$ cat config.mk
export PLATFORM = sky130hd
export DESIGN_NAME = vga_timing
export DESIGN_NICKNAME = d
export VERILOG_FILES = /design/src/rtl/vga_timing.sv
export SDC_FILE = /design/constraint.sdc
export NUM_CORES = 1
export LEC_CHECK = 0
export BUFFER_PORTS_ARGS = -buffer_cell sky130_fd_sc_hd__buf_2
export CAP_MARGIN = 30
export CELL_PAD_IN_SITES_DETAIL_PLACEMENT = 2
export CELL_PAD_IN_SITES_GLOBAL_PLACEMENT = 2
export CORE_MARGIN = 4
export CORE_UTILIZATION = 34
export CTS_BUF_LIST = sky130_fd_sc_hd__clkbuf_16
export CTS_CLUSTER_DIAMETER = 150
export CTS_CLUSTER_SIZE = 16
export DETAILED_ROUTE_END_ITERATION = 10
export PLACE_DENSITY_LB_ADDON = 0.3
export SLEW_MARGIN = 20
export SYNTH_ARGS = -nofsm -noshare
export SYNTH_HDL_FRONTEND = slang
export SYNTH_SLANG_ARGS = --single-unit
export TNS_END_PERCENT = 1
$ cat constraint.sdc
create_clock -name pclk -period 6.6 [get_ports pclk]
set_clock_uncertainty 0.15 [all_clocks]
set_input_delay 1.65 -clock pclk [delete_from_list [all_inputs] [get_ports pclk]]
set_output_delay 1.65 -clock pclk [all_outputs]
set_load 0.02 [all_outputs]
$ cat src/rtl/vga_timing.sv
// VGA raster timing generator: free-running pixel/line counters with registered
// sync, blanking, frame-start pulse and completed-frame counter.
module vga_timing #(
  parameter int H_VISIBLE = 800,
  parameter int H_FPORCH  = 40,
  parameter int H_SYNC    = 128,
  parameter int H_BPORCH  = 88,
  parameter int V_VISIBLE = 600,
  parameter int V_FPORCH  = 1,
  parameter int V_SYNC    = 4,
  parameter int V_BPORCH  = 23
) (
  input  logic        pclk,
  input  logic        reset,
  output logic [11:0] hcount,
  output logic        hsync,
  output logic        hblnk,
  output logic [11:0] vcount,
  output logic        vsync,
  output logic        vblnk,
  output logic        frame_start,
  output logic [15:0] frame_cnt
);

  localparam int H_TOTAL = H_VISIBLE + H_FPORCH + H_SYNC + H_BPORCH;
  localparam int V_TOTAL = V_VISIBLE + V_FPORCH + V_SYNC + V_BPORCH;

  localparam logic [11:0] H_LAST = 12'(H_TOTAL - 1);
  localparam logic [11:0] V_LAST = 12'(V_TOTAL - 1);

  // 13-bit bounds so a sync window ending exactly at 4096 still compares correctly.
  localparam logic [12:0] HB_BEG = 13'(H_VISIBLE);
  localparam logic [12:0] HS_BEG = 13'(H_VISIBLE + H_FPORCH);
  localparam logic [12:0] HS_END = 13'(H_VISIBLE + H_FPORCH + H_SYNC);
  localparam logic [12:0] VB_BEG = 13'(V_VISIBLE);
  localparam logic [12:0] VS_BEG = 13'(V_VISIBLE + V_FPORCH);
  localparam logic [12:0] VS_END = 13'(V_VISIBLE + V_FPORCH + V_SYNC);

  logic [11:0] r_hcount;
  logic [11:0] r_vcount;
  logic        r_hsync;
  logic        r_hblnk;
  logic        r_vsync;
  logic        r_vblnk;
  logic        r_frame_start;
  logic [15:0] r_frame_cnt;

  logic        w_h_last;
  logic        w_v_last;
  logic        w_frame_wrap;
  logic [11:0] w_h_next;
  logic [11:0] w_v_next;
  logic [12:0] w_h_ext;
  logic [12:0] w_v_ext;

  always_comb begin
    w_h_last     = (r_hcount == H_LAST);
    w_v_last     = (r_vcount == V_LAST);
    w_frame_wrap = w_h_last && w_v_last;
    w_h_next     = w_h_last ? 12'd0 : r_hcount + 12'd1;
    w_v_next     = r_vcount;
    if (w_h_last) begin
      w_v_next = w_v_last ? 12'd0 : r_vcount + 12'd1;
    end
    w_h_ext = {1'b0, w_h_next};
    w_v_ext = {1'b0, w_v_next};
  end

  // Flags are derived from the next counter values so they line up with the
  // counters they describe once both are registered.
  always_ff @(posedge pclk) begin
    if (reset) begin
      r_hcount      <= 12'd0;
      r_vcount      <= 12'd0;
      r_hsync       <= 1'b0;
      r_hblnk       <= 1'b0;
      r_vsync       <= 1'b0;
      r_vblnk       <= 1'b0;
      r_frame_start <= 1'b0;
      r_frame_cnt   <= 16'd0;
    end else begin
      r_hcount      <= w_h_next;
      r_vcount      <= w_v_next;
      r_hblnk       <= (w_h_ext >= HB_BEG);
      r_hsync       <= (w_h_ext >= HS_BEG) && (w_h_ext < HS_END);
      r_vblnk       <= (w_v_ext >= VB_BEG);
      r_vsync       <= (w_v_ext >= VS_BEG) && (w_v_ext < VS_END);
      r_frame_start <= w_frame_wrap;
      if (w_frame_wrap) begin
        r_frame_cnt <= r_frame_cnt + 16'd1;
      end
    end
  end

  assign hcount      = r_hcount;
  assign vcount      = r_vcount;
  assign hsync       = r_hsync;
  assign hblnk       = r_hblnk;
  assign vsync       = r_vsync;
  assign vblnk       = r_vblnk;
  assign frame_start = r_frame_start;
  assign frame_cnt   = r_frame_cnt;

endmodule

== Yosys cells after proc, flatten, opt, wreduce, memory -nomap -nowiden ==
Cells that the tools add are included.

* Flip-flop bits (word level): 45
* Output and inout bits: 45
* Input bits: 2
* Word-level logic and storage cells: 25

* Magnitude comparators: 6
* Multiplexer cells: 3
* Reductions and logical operators: 3
* Add/subtract/negate cells: 3
* Equality and inequality tests: 2

{| class="wikitable"
|+ Operators with widths
! cell !! count
|-
| $ge A12 B10 Y1 const B || 4
|-
| $mux W12 || 3
|-
| $add A12 B1 Y12 const B || 2
|-
| $lt A12 B10 Y1 const B || 2
|-
| $add A16 B1 Y16 const B || 1
|-
| $eq A12 B10 Y1 const B || 1
|-
| $eq A12 B11 Y1 const B || 1
|-
| $logic_and A1 B1 Y1 || 3
|}

== Depth between registers and ports, before layout ==
Gate-level depths: netlist (run 1).

* Word-level depth: 5
* Depth in mapped cells: 10
* Depth with buffers taken out: 8

== Least setup slack after synthesis (run 1) ==
Ideal clock, no wire load.

* Path kind: input port to flip-flop
* Start: in reset
* End: reg r_vblnk, in the netlist vblnk
* Path buffers: 2
* Arrival: 2.253 ns
* Cell stages on the path: 3
* Library setup time: 0.132 ns
* Data required time: 6.318 ns
* Path slack: 4.065 ns
* Path through: clkbuf_1 > clkbuf_1 > o21ai_0

{| class="wikitable"
|+ RTL lines
! item !! RTL line !! RTL
|-
| from (decl) || 14 || <nowiki>input logic reset,</nowiki>
|-
| to (signal assigned) || 86 || <nowiki>r_vblnk <= (w_v_ext >= VB_BEG);</nowiki>
|-
| to (decl) || 44 || <nowiki>logic r_vblnk;</nowiki>
|}

No word-level cell between the ends.

== Final worst setup path (run 1) ==
* Start: reg r_hcount[0], in the netlist hcount[0]
* End: reg r_vsync, in the netlist vsync

* Longest elaborated chain between the ends: 4
* Elaborated cells between the ends (all ways): 5

{| class="wikitable"
|+ Ends and longest elaborated chain
! item !! RTL line !! RTL
|-
| from (decl) || 39 || <nowiki>logic [11:0] r_hcount;</nowiki>
|-
| from (signal assigned) || 82 || <nowiki>r_hcount <= w_h_next;</nowiki>
|-
| $eq A12 B11 Y1 (*) || 57 || <nowiki>w_h_last = (r_hcount == H_LAST);</nowiki>
|-
| $mux W12 (*) || 62 || <nowiki>if (w_h_last) begin</nowiki>
|-
| $ge A12 B10 Y1 or $lt A12 B10 Y1 (tied branches) || 87 || <nowiki>r_vsync <= (w_v_ext >= VS_BEG) && (w_v_ext < VS_END);</nowiki>
|-
| $logic_and A1 B1 Y1 (*) || 87 ||
|-
| to (signal assigned) || 87 ||
|-
| to (decl) || 43 || <nowiki>logic r_vsync;</nowiki>
|}

Every way passes the cells marked *; elsewhere a longest branch is shown, timed or not.
A chain may end at the register's enable or synchronous reset.

==> results.cfg, run 1 <==
[final_layout]
drive_gt1_frac = 0.207
fill_cells = 728
final_net_count = 309
antenna_cells = 0
multi_input_area_sq_mm = 0.00126
regArea_sq_um = 901
syn_to_final_growth_pct = 17.4
final_cells = 382

[synth]
ys_types = 40
ys_ff_latch = 45
synth-edff-count = 0
synth_nets = 271
ys_seq_area_frac = 0.401
ys_async_sr_fraction = 0
syn_area_sq_mm = 0.00225
syn_inst = 266
ys.flop_type = dfxtp_1
avgSynthCellArea_sq_um = 8.45
ys_warn_count = 0

[pwr]
p_leak_uw = 0.00104
ir_drop_v = 0.000135
power.density_mw_per_mm2 = 202

[clocking]
cts_tree = yes
htree_levels = 2
post_cts_buffers = 0
clock_path_buffers = 2
cts-root-buf = clkbuf_16
clkSinkCount = 45
cts_buffers = 5
cts_hold_buffers = 0
clk_latency_ns = 0.29
clk_pin_slew_ns = 0.06
postCtsResizedCells = 0

[setup_path]
cp.arrival_ns = 3.02
crit_fanout = 11
cp-end-kind = flip-flop
startpoint = hcount[0]
reg2reg_from = hcount[0]
crit_type = reg2reg
startpoint_type = flip-flop
worstPathRequired_ns = 6.67

[drt]
detail_route.vias_per_cell = 5.49
drt_iter0_markers = 107
drt-total-wl_microns = 6540
firstDrtPassIters = 4
wl_per_cell_microns = 17.1
post-route-drc-count = 0
vias = 2099
final_antenna_net_count = 0

[grt]
grt.total_usage = 0.180
grt_antenna_before_repair = 0
grt_overflow = 0
grt_max_degree = 44
grt_pass1_vias = 2242
grt_pass1_wl_microns = 11300

[placement]
dp_cells = 374
io_buffers = 46
gp_congestion = 0.822
dp_hpwl_microns = 4750

[floorplanning]
initial_core_util = 0.352
io-pin-count = 47
rows = 29
die_w_microns = 89.3
core_area_sq_mm = 0.00639
dieArea_sq_mm = 0.00797
die_y_microns = 89.3

[timing]
setup-tns-final_ns = 0
post-route-min-period_ns = 2.95
final_hold_viol_count = 0
rsz0062_at_grt = no
finalSetupViolations = 0
clock.fmax_mhz = 339
slew_headroom = 0.428
report.final.slew_viol_count = 0
post-route-period-util = 0.447
worstMarginPinSlew_ns = 0.858

[job]
drv_cap = 0

[min_path]
min_from = frame_cnt[5]
hold_class = reg2reg

[outcome]
status = complete, no violations
==> synth_stat cells (3+ instances only) <==
| cell type | count | area share |
|---|---|---|
| nor2_1 | 37 | 0.062 |
| clkbuf_1 | 7 | 0.012 |
| and3_1 | 8 | 0.022 |
| a21oi_1 | 12 | 0.027 |
| ha_1 | 3 | 0.017 |
| nand3_1 | 17 | 0.038 |
| o21ai_0 | 13 | 0.029 |
| nor3_1 | 17 | 0.038 |
| a31oi_1 | 3 | 0.0084 |
| nand2_1 | 15 | 0.025 |
| xnor2_1 | 13 | 0.051 |
| buf_2 | 6 | 0.013 |
| nand4_1 | 12 | 0.033 |
| dfxtp_1 | 45 | 0.40 |
| mux2i_1 | 4 | 0.018 |
| nor2b_1 | 5 | 0.014 |
| xor2_1 | 16 | 0.062 |
==> sequential cells by signal, summed over array words and instances (netlist names) <==
name	flops
frame_cnt	16
frame_start	1
hblnk	1
hcount	12
hsync	1
vblnk	1
vcount	12
vsync	1
==> worst paths after layout <==
kind | endpoint | slack (ns) | depth (start not counted)
max | vsync | 3.65 | 8
min | frame_cnt[5] | 0.35 | 2
max reg2reg | vsync | 3.65 | 8
min reg2reg | frame_cnt[5] | 0.35 | 2
==> per-layer routing <==
metal,up-vias,part of all wire,global-route usage
li1,1020,-,-
met1,1030,0.47,0.238
met2,41,0.48,0.301
met3,8,0.037,0.0313
met4,0,0.014,0.0501
met5,-,0,0
==> final cells by class <==
class | instances | share of cell area
Tap cell | 77 | 0.0365
Multi-Input combinational cell | 205 | 0.479
Clock buffer | 5 | 0.0474
Sequential cell | 45 | 0.342
Clock inverter | 3 | 0.00664
Inverter | 1 | 0.00142
Timing Repair Buffer | 46 | 0.0873
==> critical path: stages, from the launching register on <==
cell,delay [ns]
dfxtp_1,0.38
ha_1,0.31
and4_1,0.38
nand3_1,0.38
or4_1,0.61
a21oi_2,0.16
nor4b_2,0.21
nand4_1,0.15
nor2_1,0.14
==> placed cells by master (no fill, tap or decap), types with 5 or more instances in the layout <==
| cell | n |
|---|---|
| buf_2 | 46 |
| xor2_1 | 16 |
| and3_1 | 8 |
| o21ai_0 | 13 |
| xnor2_1 | 13 |
| nor3_1 | 17 |
| a21oi_1 | 12 |
| nor2_1 | 37 |
| nand3_1 | 17 |
| nand4_1 | 12 |
| clkbuf_16 | 5 |
| nand2_1 | 15 |
| nor2b_1 | 5 |
| dfxtp_1 | 45 |
==> power by group <==
group,total [uW],switching (uW),leakage (uW),internal (uW)
Combinational,11.5,8.50,0.000605,3.03
Sequential,275,2.10,0.000363,273
Clock,246,107,0.0000696,139
Total,532,117,0.00104,415
==> per-stage QoR <==
step / total power (uW) / utilization / setup WS [ns] / instance area (sq um) / hold slack [ns]
global route: 551 / 0.413 / 3.40 / 2640 / 0.392
floorplan: 289 / - / 4.06 / 2250 / 0.416
global placement: 292 / 0.391 / 3.56 / 2490 / 0.337
detailed placement: 293 / 0.391 / 3.49 / 2490 / 0.344
finish: 532 / 0.413 / 3.65 / 2640 / 0.350
CTS: 540 / 0.413 / 3.59 / 2640 / 0.355
==> logic make-up (layout without fill, tap and decap cells) <==
family,count (synthesis),in the layout,share of synthesized area
compound gates,39,39,0.102
xor+xnor,29,29,0.113
fa+ha+maj,3,3,0.0167
buf+inv,16,55,0.0367
flops,45,45,0.401
mux,4,4,0.0178
simple gates,130,130,0.313
Power figures use the tool's default switching activity.
==> run 2: changes to the inputs <==
--- a/config.mk
+++ b/config.mk
@@ -5,12 +5,13 @@
 export SDC_FILE = /design/constraint.sdc
 export NUM_CORES = 1
 export LEC_CHECK = 0
+export ABC_AREA = 1
 export BUFFER_PORTS_ARGS = -buffer_cell sky130_fd_sc_hd__buf_2
 export CAP_MARGIN = 30
 export CELL_PAD_IN_SITES_DETAIL_PLACEMENT = 2
 export CELL_PAD_IN_SITES_GLOBAL_PLACEMENT = 2
 export CORE_MARGIN = 4
-export CORE_UTILIZATION = 34
+export CORE_UTILIZATION = 29
 export CTS_BUF_LIST = sky130_fd_sc_hd__clkbuf_16
 export CTS_CLUSTER_DIAMETER = 150
 export CTS_CLUSTER_SIZE = 16
==> constraint.sdc (replaced) <==
create_clock -name pclk -period 2.9 [get_ports pclk]
set_clock_uncertainty 0.15 [all_clocks]
set_input_delay 0.725 -clock pclk [delete_from_list [all_inputs] [get_ports pclk]]
set_output_delay 0.725 -clock pclk [all_outputs]
set_load 0.02 [all_outputs]
==> results.cfg, run 2 <==
[outcome]
status = complete, no violations

[grt]
grt_pass1_wl_microns = 14400
gr-usage-met3 = 0.0282
grt.total_usage = 0.176
grt_use_met2 = 0.310
grt_antenna_before_repair = 0
grt_use_met1 = 0.221
grt_overflow = 0
grt-busiest-layer = met2
grt_max_degree = 38
grt_pass1_vias = 3014

[setup_path]
reg2regPathDepth = 8
crit_type = reg2reg
crit_buf_inv = 2
cp_slowest_stage_delay_ns = 0.46
startpoint_type = flip-flop
cp.depth = 8
cp.arrival_ns = 2.26
crit_family = simple AND/OR/NAND/NOR gates
crit_fanout = 9
worstPathRequired_ns = 2.91
cp_cell_sequence = ha_1 > inv_1 > nor2_1 > nand3_2 > nor2_4 > inv_1 > nand2_1 > a21oi_1
crit_slowest_cell = dfxtp_1
path_common_cell = inv_1
cp-end-kind = flip-flop

[placement]
dp_hpwl_microns = 6850
io_buffers = 46
place_worst_setup_slack_ns = 0.277
gp_congestion = 0.769

[synth]
synth_top_area_frac = 0.355
synth_most_common_cell = nand2_1
ys_ff_latch = 45
ys_async_sr_fraction = 0
ys_top_cells_by_area = dfxtp_1 36%, nand2_1 19%, nor2_1 8.9%
synthTopCellsByCount = 128 x nand2_1, 60 x nor2_1, 48 x inv_1
synth_nets = 410
synth-edff-count = 0
ys_types = 27
avgSynthCellArea_sq_um = 6.26
ys.flop_type = dfxtp_1
syn_area_sq_mm = 0.00254
syn_inst = 405
ys_warn_count = 0
synth_top_cell_by_area = dfxtp_1
ys_seq_area_frac = 0.355

[timing]
setup-tns-final_ns = 0
setup_slack_ns = 0.655
clock.fmax_mhz = 445
finalSetupViolations = 0
worstMarginPinSlew_ns = 0.426
report.final.slew_viol_count = 0
holdWs_ns = 0.356
rsz0062_at_grt = no
post-route-period-util = 0.774
slew_headroom = 0.716
post-route-min-period_ns = 2.24
final_hold_viol_count = 0

[drt]
drt-total-wl_microns = 8760
final_antenna_net_count = 0
post-route-drc-count = 0
detail_route.vias_per_cell = 4.98
wl_per_cell_microns = 15.6
drt_iter0_markers = 107
firstDrtPassIters = 4
vias = 2788

[clocking]
cts-root-buf = clkbuf_16
cts_hold_buffers = 0
clk_pin_slew_ns = 0.07
clk_latency_ns = 0.29
cts_buffers = 5
clock_path_buffers = 2
cts_tree = yes
clkSinkCount = 45
postCtsResizedCells = 0
htree_levels = 2

[final_layout]
fin_util = 0.362
antenna_cells = 0
final_net_count = 459
largest_register_ffs = 16
drive_gt1_frac = 0.160
final_cell_mix = 128 x nand2_1, 60 x nor2_1, 48 x inv_1
syn_to_final_growth_pct = 19.0
mostFrequentLayoutCell = nand2_1

[pwr]
power_uw = 1230
power.density_mw_per_mm2 = 408
p_sw_uw = 286
p_leak_uw = 0.00137
internal-power_uw = 946
seq_power_share = 0.508
p_clk_frac = 0.468
netSwitchingFraction = 0.232
power_frac_comb = 0.024
ir_drop_v = 0.000197

[floorplanning]
initial_core_util = 0.304
core_area_sq_mm = 0.00834
rows = 33
die_w_microns = 102
die_y_microns = 102
io-pin-count = 47
dieArea_sq_mm = 0.0103

[min_path]
min_path_cells = 2
hold_class = reg2reg

[job]
drv_cap = 0
## run 2: cell count changes after synthesis, moves of 5 or more
cell,change
xor2_1,-12
nor2_1,+23
nor3_1,-7
nor2b_1,-5
buf_2,-6
nand3_1,+14
xnor2_1,-10
and3_1,-7
a21oi_1,+7
nor2_2,+6
inv_1,+47
nand2_1,+113
## run 2: what timing repair did
| item | 4_1_cts | 5_1_grt |
|---|---|---|
| hold endpoints to repair | 0 | 0 |
| setup buffers | 0 | 1 |
| setup endpoints to repair | 0 | 1 |
## run 2: through the flow
step / cells / cell area, sq um
floorplan: 405 / 2540
global placement: 551 / 2870
detailed placement: 551 / 2870
CTS: 559 / 3010
global route: 560 / 3020
finish: 560 / 3020
## run 2: power groups by stage
stage	clock network, uW	logic, uW	registers (uW)
finish	577	29.4	625
CTS	582	30.4	625
global placement	0	29.0	639
floorplan	0	14.6	643
global route	623	33.2	626
detailed placement	0	30.1	640
## run 2: layout make-up
| class | count | area, sq um |
|---|---|---|
| sequential | 45 | 901 |
| clock inverter | 3 | 17.5 |
| tap | 105 | 131 |
| fill | 1070 | 5320 |
| clock buffer | 5 | 125 |
| multi-input combinational | 305 | 1410 |
| inverter | 49 | 184 |
| timing repair buffer | 48 | 245 |
## run 2: kinds of logic after synthesis
| logic type | Yosys count | synth area share |
|---|---|---|
| simple gates | 261 | 0.450 |
| buf+inv | 55 | 0.0873 |
| flops | 45 | 0.355 |
| compound gates | 34 | 0.0686 |
| xor+xnor | 7 | 0.0242 |
| fa+ha+maj | 3 | 0.0148 |
## run 2: path summary, 6_finish.rpt
path / from / end / slack, ns
max reg2reg: vcount[0] / frame_cnt[13] / 0.66
min: frame_cnt[15] / frame_cnt[15] / 0.36
max: vcount[0] / frame_cnt[13] / 0.66
min reg2reg: frame_cnt[15] / frame_cnt[15] / 0.36
## run 2: per-layer routing
layer	wire (microns)	share of wire
met1	4030	0.46
met2	4300	0.49
met3	265	0.030
met4	165	0.019
met5	0	0
## run 2: worst reg2reg max path: cells and delay by family (launching register included)
kind | cells | cell delay (ns)
and+or+nand+nor | 4 | 0.82
adders and majority gates | 1 | 0.31
AOI/OAI and AO/OA | 1 | 0.07
DFF | 1 | 0.46
buffers and inverters | 2 | 0.30
